[config.mk]
export PLATFORM = sky130hd
export DESIGN_NAME = instr_fetch_ctrl
export DESIGN_NICKNAME = d
export VERILOG_FILES = /design/src/rtl/instr_fetch_ctrl_pkg.sv /design/src/rtl/instr_fetch_ctrl.sv
export SDC_FILE = /design/constraint.sdc
export NUM_CORES = 1
export LEC_CHECK = 0
export CAP_MARGIN = 15
export CORE_MARGIN = 3
export CORE_UTILIZATION = 41
export CTS_CLUSTER_DIAMETER = 200
export DETAILED_ROUTE_END_ITERATION = 8
export GPL_TIMING_DRIVEN = 0
export PLACE_DENSITY = 0.77
export SETUP_SLACK_MARGIN = 0.4
export SLEW_MARGIN = 5
export SYNTH_ARGS = -nofsm -noshare
export SYNTH_HDL_FRONTEND = slang
export SYNTH_SLANG_ARGS = --single-unit
[constraint.sdc]
create_clock -name clk -period 2 [get_ports clk]
set_clock_uncertainty 0.1 [all_clocks]
set_input_delay 0.5 -clock clk [delete_from_list [all_inputs] [get_ports clk]]
set_output_delay 0.5 -clock clk [all_outputs]
set_load 0.005 [all_outputs]
[src/rtl/instr_fetch_ctrl_pkg.sv]
// Shared definitions for the instruction fetch controller: FSM state type
// and the default HALT opcode.
package instr_fetch_ctrl_pkg;

  typedef enum logic [1:0] {
    ST_IDLE   = 2'd0,
    ST_FETCH  = 2'd1,
    ST_ISSUE  = 2'd2,
    ST_HALTED = 2'd3
  } fetch_state_e;

  localparam logic [7:0] DEFAULT_HALT_OPCODE = 8'hFF;

endpackage : instr_fetch_ctrl_pkg

[src/rtl/instr_fetch_ctrl.sv]
// Instruction fetch controller: owns the PC, drives the combinational
// instruction RAM and hands registered words to the decoder via valid/ready.
module instr_fetch_ctrl
  import instr_fetch_ctrl_pkg::*;
#(
  parameter int unsigned       ADDR_W      = 8,
  parameter int unsigned       DATA_W      = 8,
  parameter int unsigned       MEM_DEPTH   = 128,
  parameter logic [DATA_W-1:0] HALT_OPCODE = DATA_W'(DEFAULT_HALT_OPCODE)
) (
  input  logic              clk,
  input  logic              rst_n,
  input  logic              start,
  input  logic [ADDR_W-1:0] start_addr,
  input  logic              stop,
  input  logic              jump_valid,
  input  logic [ADDR_W-1:0] jump_addr,
  output logic [ADDR_W-1:0] mem_addr,
  output logic              mem_en,
  input  logic [DATA_W-1:0] mem_data,
  output logic              instr_valid,
  output logic [DATA_W-1:0] instr,
  output logic [ADDR_W-1:0] instr_pc,
  input  logic              instr_ready,
  output logic              busy,
  output logic              halted,
  output logic              err_oob
);

  localparam logic [ADDR_W:0] PC_LIMIT = (ADDR_W+1)'(MEM_DEPTH);

  fetch_state_e state, state_next;

  // One extra bit so that an increment past the top of the address space
  // is still seen as out of range rather than wrapping to 0.
  logic [ADDR_W:0] pc;
  logic            oob;
  logic            handshake;

  assign oob       = (pc >= PC_LIMIT);
  assign handshake = (state == ST_ISSUE) && instr_ready;

  assign mem_en   = (state == ST_FETCH);
  assign mem_addr = pc[ADDR_W-1:0];
  assign busy     = (state == ST_FETCH) || (state == ST_ISSUE);
  assign halted   = (state == ST_HALTED);

  always_ff @(posedge clk or negedge rst_n) begin
    if (!rst_n) state <= ST_IDLE;
    else        state <= state_next;
  end

  always_comb begin
    state_next = state;
    if (stop) begin
      state_next = ST_IDLE;
    end else begin
      unique case (state)
        ST_IDLE, ST_HALTED: if (start) state_next = ST_FETCH;
        ST_FETCH:           state_next = oob ? ST_HALTED : ST_ISSUE;
        ST_ISSUE: begin
          if (handshake) state_next = (instr == HALT_OPCODE) ? ST_HALTED : ST_FETCH;
        end
        default:            state_next = ST_IDLE;
      endcase
    end
  end

  always_ff @(posedge clk or negedge rst_n) begin
    if (!rst_n) begin
      pc          <= '0;
      instr       <= '0;
      instr_pc    <= '0;
      instr_valid <= 1'b0;
      err_oob     <= 1'b0;
    end else if (stop) begin
      instr_valid <= 1'b0;
      err_oob     <= 1'b0;
    end else begin
      unique case (state)
        ST_IDLE, ST_HALTED: begin
          if (start) begin
            pc      <= {1'b0, start_addr};
            err_oob <= 1'b0;
          end
        end
        ST_FETCH: begin
          if (oob) begin
            err_oob <= 1'b1;
          end else begin
            instr       <= mem_data;
            instr_pc    <= pc[ADDR_W-1:0];
            instr_valid <= 1'b1;
          end
        end
        ST_ISSUE: begin
          if (instr_ready) begin
            instr_valid <= 1'b0;
            if (instr != HALT_OPCODE) begin
              pc <= jump_valid ? {1'b0, jump_addr} : pc + (ADDR_W+1)'(1);
            end
          end
        end
        default: ;
      endcase
    end
  end

endmodule : instr_fetch_ctrl

==> results.txt <==
- Hold buffers post-CTS: 0
* Number of buffers on the longest clock path: 2
- The critical path is of the reg -> reg type.
- The pre-antenna-repair detailed-routing pass consisted of 4 iterations.
* FFs w/ async S/R, synth: 100%
- In the synthesized netlist the dominant register cell turns out to be dfrtp_1.
- The final critical path takes up 101% of the cycle.
* Fin. Hold Viols: 0
- The internal power of the cells totals 2.53 mW.
* Std-Cell Rows: 22
* Post-route total power: 3.89 mW
- The signal on the critical path passes through buf_6, ha_4, nor2b_4, or4_4, nor2_4, a31oi_1.
* Number of maximum-capacitance constraint violations: 0
* CP delay by family, top: simple AND/OR/NAND/NOR gates
- Via count of the first global-routing pass: 1,600
* TritonCTS sink count: 29
* Fmax: 0.494 GHz
- # placed instances: 267
* Cell type with the highest aggregate area in the netlist: dfrtp_1
- Avg Vias per Cell: 5.14
* Type of element capturing the critical path: flop
- H-tree levels: 2
- Initial DRC count: 162
- RSZ-0062 raised after global routing: yes
* Result of the run: finished with violations
- For this run, the total global-route usage over all layers was measured as 19.3%.
* Area inside the core boundary: 3830 um^2
- The checks that failed: negative setup slack.
- The first global-routing pass estimated 7620 um of wire.
- Remaining global-route overflow: 0
* Startpoint kind of the worst setup timing path: flop
* Routed via count: 1,614
- The worst hold path belongs to the class in -> async.
- Count of state elements after synthesis: 29
- The clock network is responsible for 12.5% of the overall power.
- The number of nets handed over by synthesis was 196.
- By area the synthesized netlist is led by dfrtp_1 (43%), mux2_2 (11%), nand2b_1 (4.4%).
* Die X-Extent: 70.4 um
- For the final routed database, the setup TNS stands at -0.0792 ns.
- Number of buffer and inverter instances along the worst setup path: 1
- RD Place Congestion: 0.767
- The average instance in the mapped netlist occupies 10.6 um^2.
- Logic pwr share: 61.3%
* Mapped Cells: 161
* Count of yosys warnings during synthesis: 0
* Total DRC errors in the routed layout: 0
- After layout, the worst setup slack is -0.0251 ns.
- Final Non-Filler Cells: 314
- Sequential cells burn 26.3% of the power.
* Clock-pin slew on the worst setup and hold paths: 0.06 ns
- HPWL reported at the end of detailed placement: 2960 um
* Sw Share: 35.1%
* # diodes: 0
- WP data required: 2.05 ns
* CTS Root Cell: clkbuf_8
* Wire length after detailed routing: 5170 um
* Avg WL per Cell: 16.5 um
* CP max FO: 8
* Synth-to-layout area growth: 70.6%
- Least-Margin Pin Slew: 0.661 ns
* Max Transition Viols Final: 0
- Count of nets left with antenna violations after detail routing: 0
- Counting the buffers created by CTS gives 5.
- CTS tree: done
* Number of distinct library cells after synthesis: 38
- Worst hold margin: 0.145 ns
* Starting density of the core: 44.5%
- Final number of setup-violating endpoints: 6
- Yosys mapped a number of flops with a built-in enable equal to 0.
* Power density over the cells: 1340 nW/um^2
* Cell types with the highest counts after synthesis: dfrtp_1 (29), mux2_2 (16), nand2b_1 (12), a21oi_1 (9), buf_4 (8)
- Number of antenna violations at the first check in global routing: 0
* Nets: 301
- Worst slew margin relative to its limit: 55.9%
- Min Tclk post-route: 2.03 ns
* Arrival time at the worst endpoint: 2.08 ns
* Net load switching power: 1.37 mW
- Area share of the largest cell type after synthesis: 42.6%
- Summed over all cells, the static leakage comes to 1.30 nW.
- Of the cells placed in the final design, the portion with a size suffix greater than 1 is 41.7%.
* Clock network latency to the later pin of the worst-skew pair: 0.28 ns
* Overall die area: 4960 um^2
- Crit path max-delay cell type: or4_4
- Port buffering added 58 buffers.
- Top-count cell post-synth: dfrtp_1
* Maximum ir drop on the vdd rail: 758 uV
- The cell area that synthesis handed to floorplanning was 1700 um^2.
- Entering global routing, the biggest net connects 30 pins.
* Fraction of the yosys area taken by sequential cells: 42.6%
* Largest stage delay on the critical path: 0.52 ns
- 59 I/O pins were placed.
- In this run the vertical extent of the chip is 70.4 um.
cell families (layout without fill, tap and decap cells):
group	after synthesis	count (layout)	share of synthesized area [%]
simple gates	44	44	17.3
compound gates	40	40	15.1
flops	29	29	42.6
buf+inv	22	127	8.01
mux	18	18	11.8
fa+ha+maj	5	5	3.68
xor+xnor	3	3	1.54
worst paths after layout:
path                        startpoint     endpoint  slack, ns  depth (start not counted)
min                              rst_n     state[1]       0.15                          1
min reg2reg                instr_pc[2]  instr_pc[2]       0.40                          1
max in group asynchronous        rst_n        pc[2]       1.19                          1
max reg2reg                   state[1]        pc[6]      -0.03                          6
max                           state[1]        pc[6]      -0.03                          6
min in group clk           instr_pc[2]  instr_pc[2]       0.40                          1
layout by cell type (no fill, tap or decap), drive strengths merged:
cell           netlist  routed
buf                 12      60
dfrtp               29      29
clkdlybuf4s50        0      27
dlygate4sd2          0      18
mux2                16      16
nand2b              12      12
clkbuf               3      12
a21oi               10      10
o21ai                8       8
inv                  7       7
nand2                6       6
nor2                 6       6
a31oi                6       6
o21a                 5       5
nand3                5       5
ha                   5       5
nor3                 4       4
nor2b                4       4
o311ai               3       3
xnor2                3       3
nor4                 2       2
or4                  2       2
nand4                2       2
o211ai               2       2
mux2i                2       2
clkdlybuf4s15        0       2
nor3b                1       1
o31ai                1       1
o21bai               1       1
o22ai                1       1
o2111ai              1       1
a211oi               1       1
a211o                1       1
dlymetal6s2s         0       1
through the flow:
stage / utilization [%] / cell area (um^2) / setup WS (ns)
3_3_place_gp: 61.8 / 2360 / -0.279
2_1_floorplan: - / 1720 / 0.196
4_1_cts: 69.8 / 2670 / 0.00901
5_1_grt: 75.9 / 2900 / -0.0879
6_report: 75.9 / 2900 / -0.0251
3_5_place_dp: 61.7 / 2360 / -0.286
final cells by class:
class	instances	area (um^2)
Multi-Input combinational cell	110	947
Fill cell	259	923
Buffer	15	143
Clock buffer	7	86.3
Tap cell	48	60.1
Inverter	7	26.3
Timing Repair Buffer	98	907
Sequential cell	29	733
state kept, by name, summed over array words and instances (netlist names):
register and cells:
err_oob 1, instr 8, instr_pc 8, instr_valid 1, pc 9, state 2
worst register-to-register path: stages, from the launching register on:
cell,delay (ns)
dfrtp_1,0.41
buf_6,0.13
ha_4,0.22
nor2b_4,0.13
or4_4,0.52
nor2_4,0.25
a31oi_1,0.13
power groups by stage:
stage,Sequential (mW),Combinational [mW],Clock (mW)
floorplan,1.08,0.912,0
global placement,1.11,1.64,0
detailed placement,1.12,1.68,0
CTS,1.02,1.99,0.495
global route,1.05,2.58,0.523
finish,1.02,2.39,0.486
what timing repair did:
item / in CTS / in global routing
endpoints found under the setup margin: 56 / 35
hold endpoints to repair: 0 / 0
pin swaps: 7 / 8
setup buffers: 23 / 14
gates cloned: 1 / 2
resized for setup: 73 / 33
routing by layer:
layer,GRT usage [%],part of all wire [%],wire length [um],vias to the layer above
met5,0,0,0,-
met4,6.81,1.5,78,0
met3,6.47,8.3,427,10
met2,30.1,48,2460,64
met1,24.7,43,2200,760
li1,-,-,-,780
(Power assumes the default switching activity.)
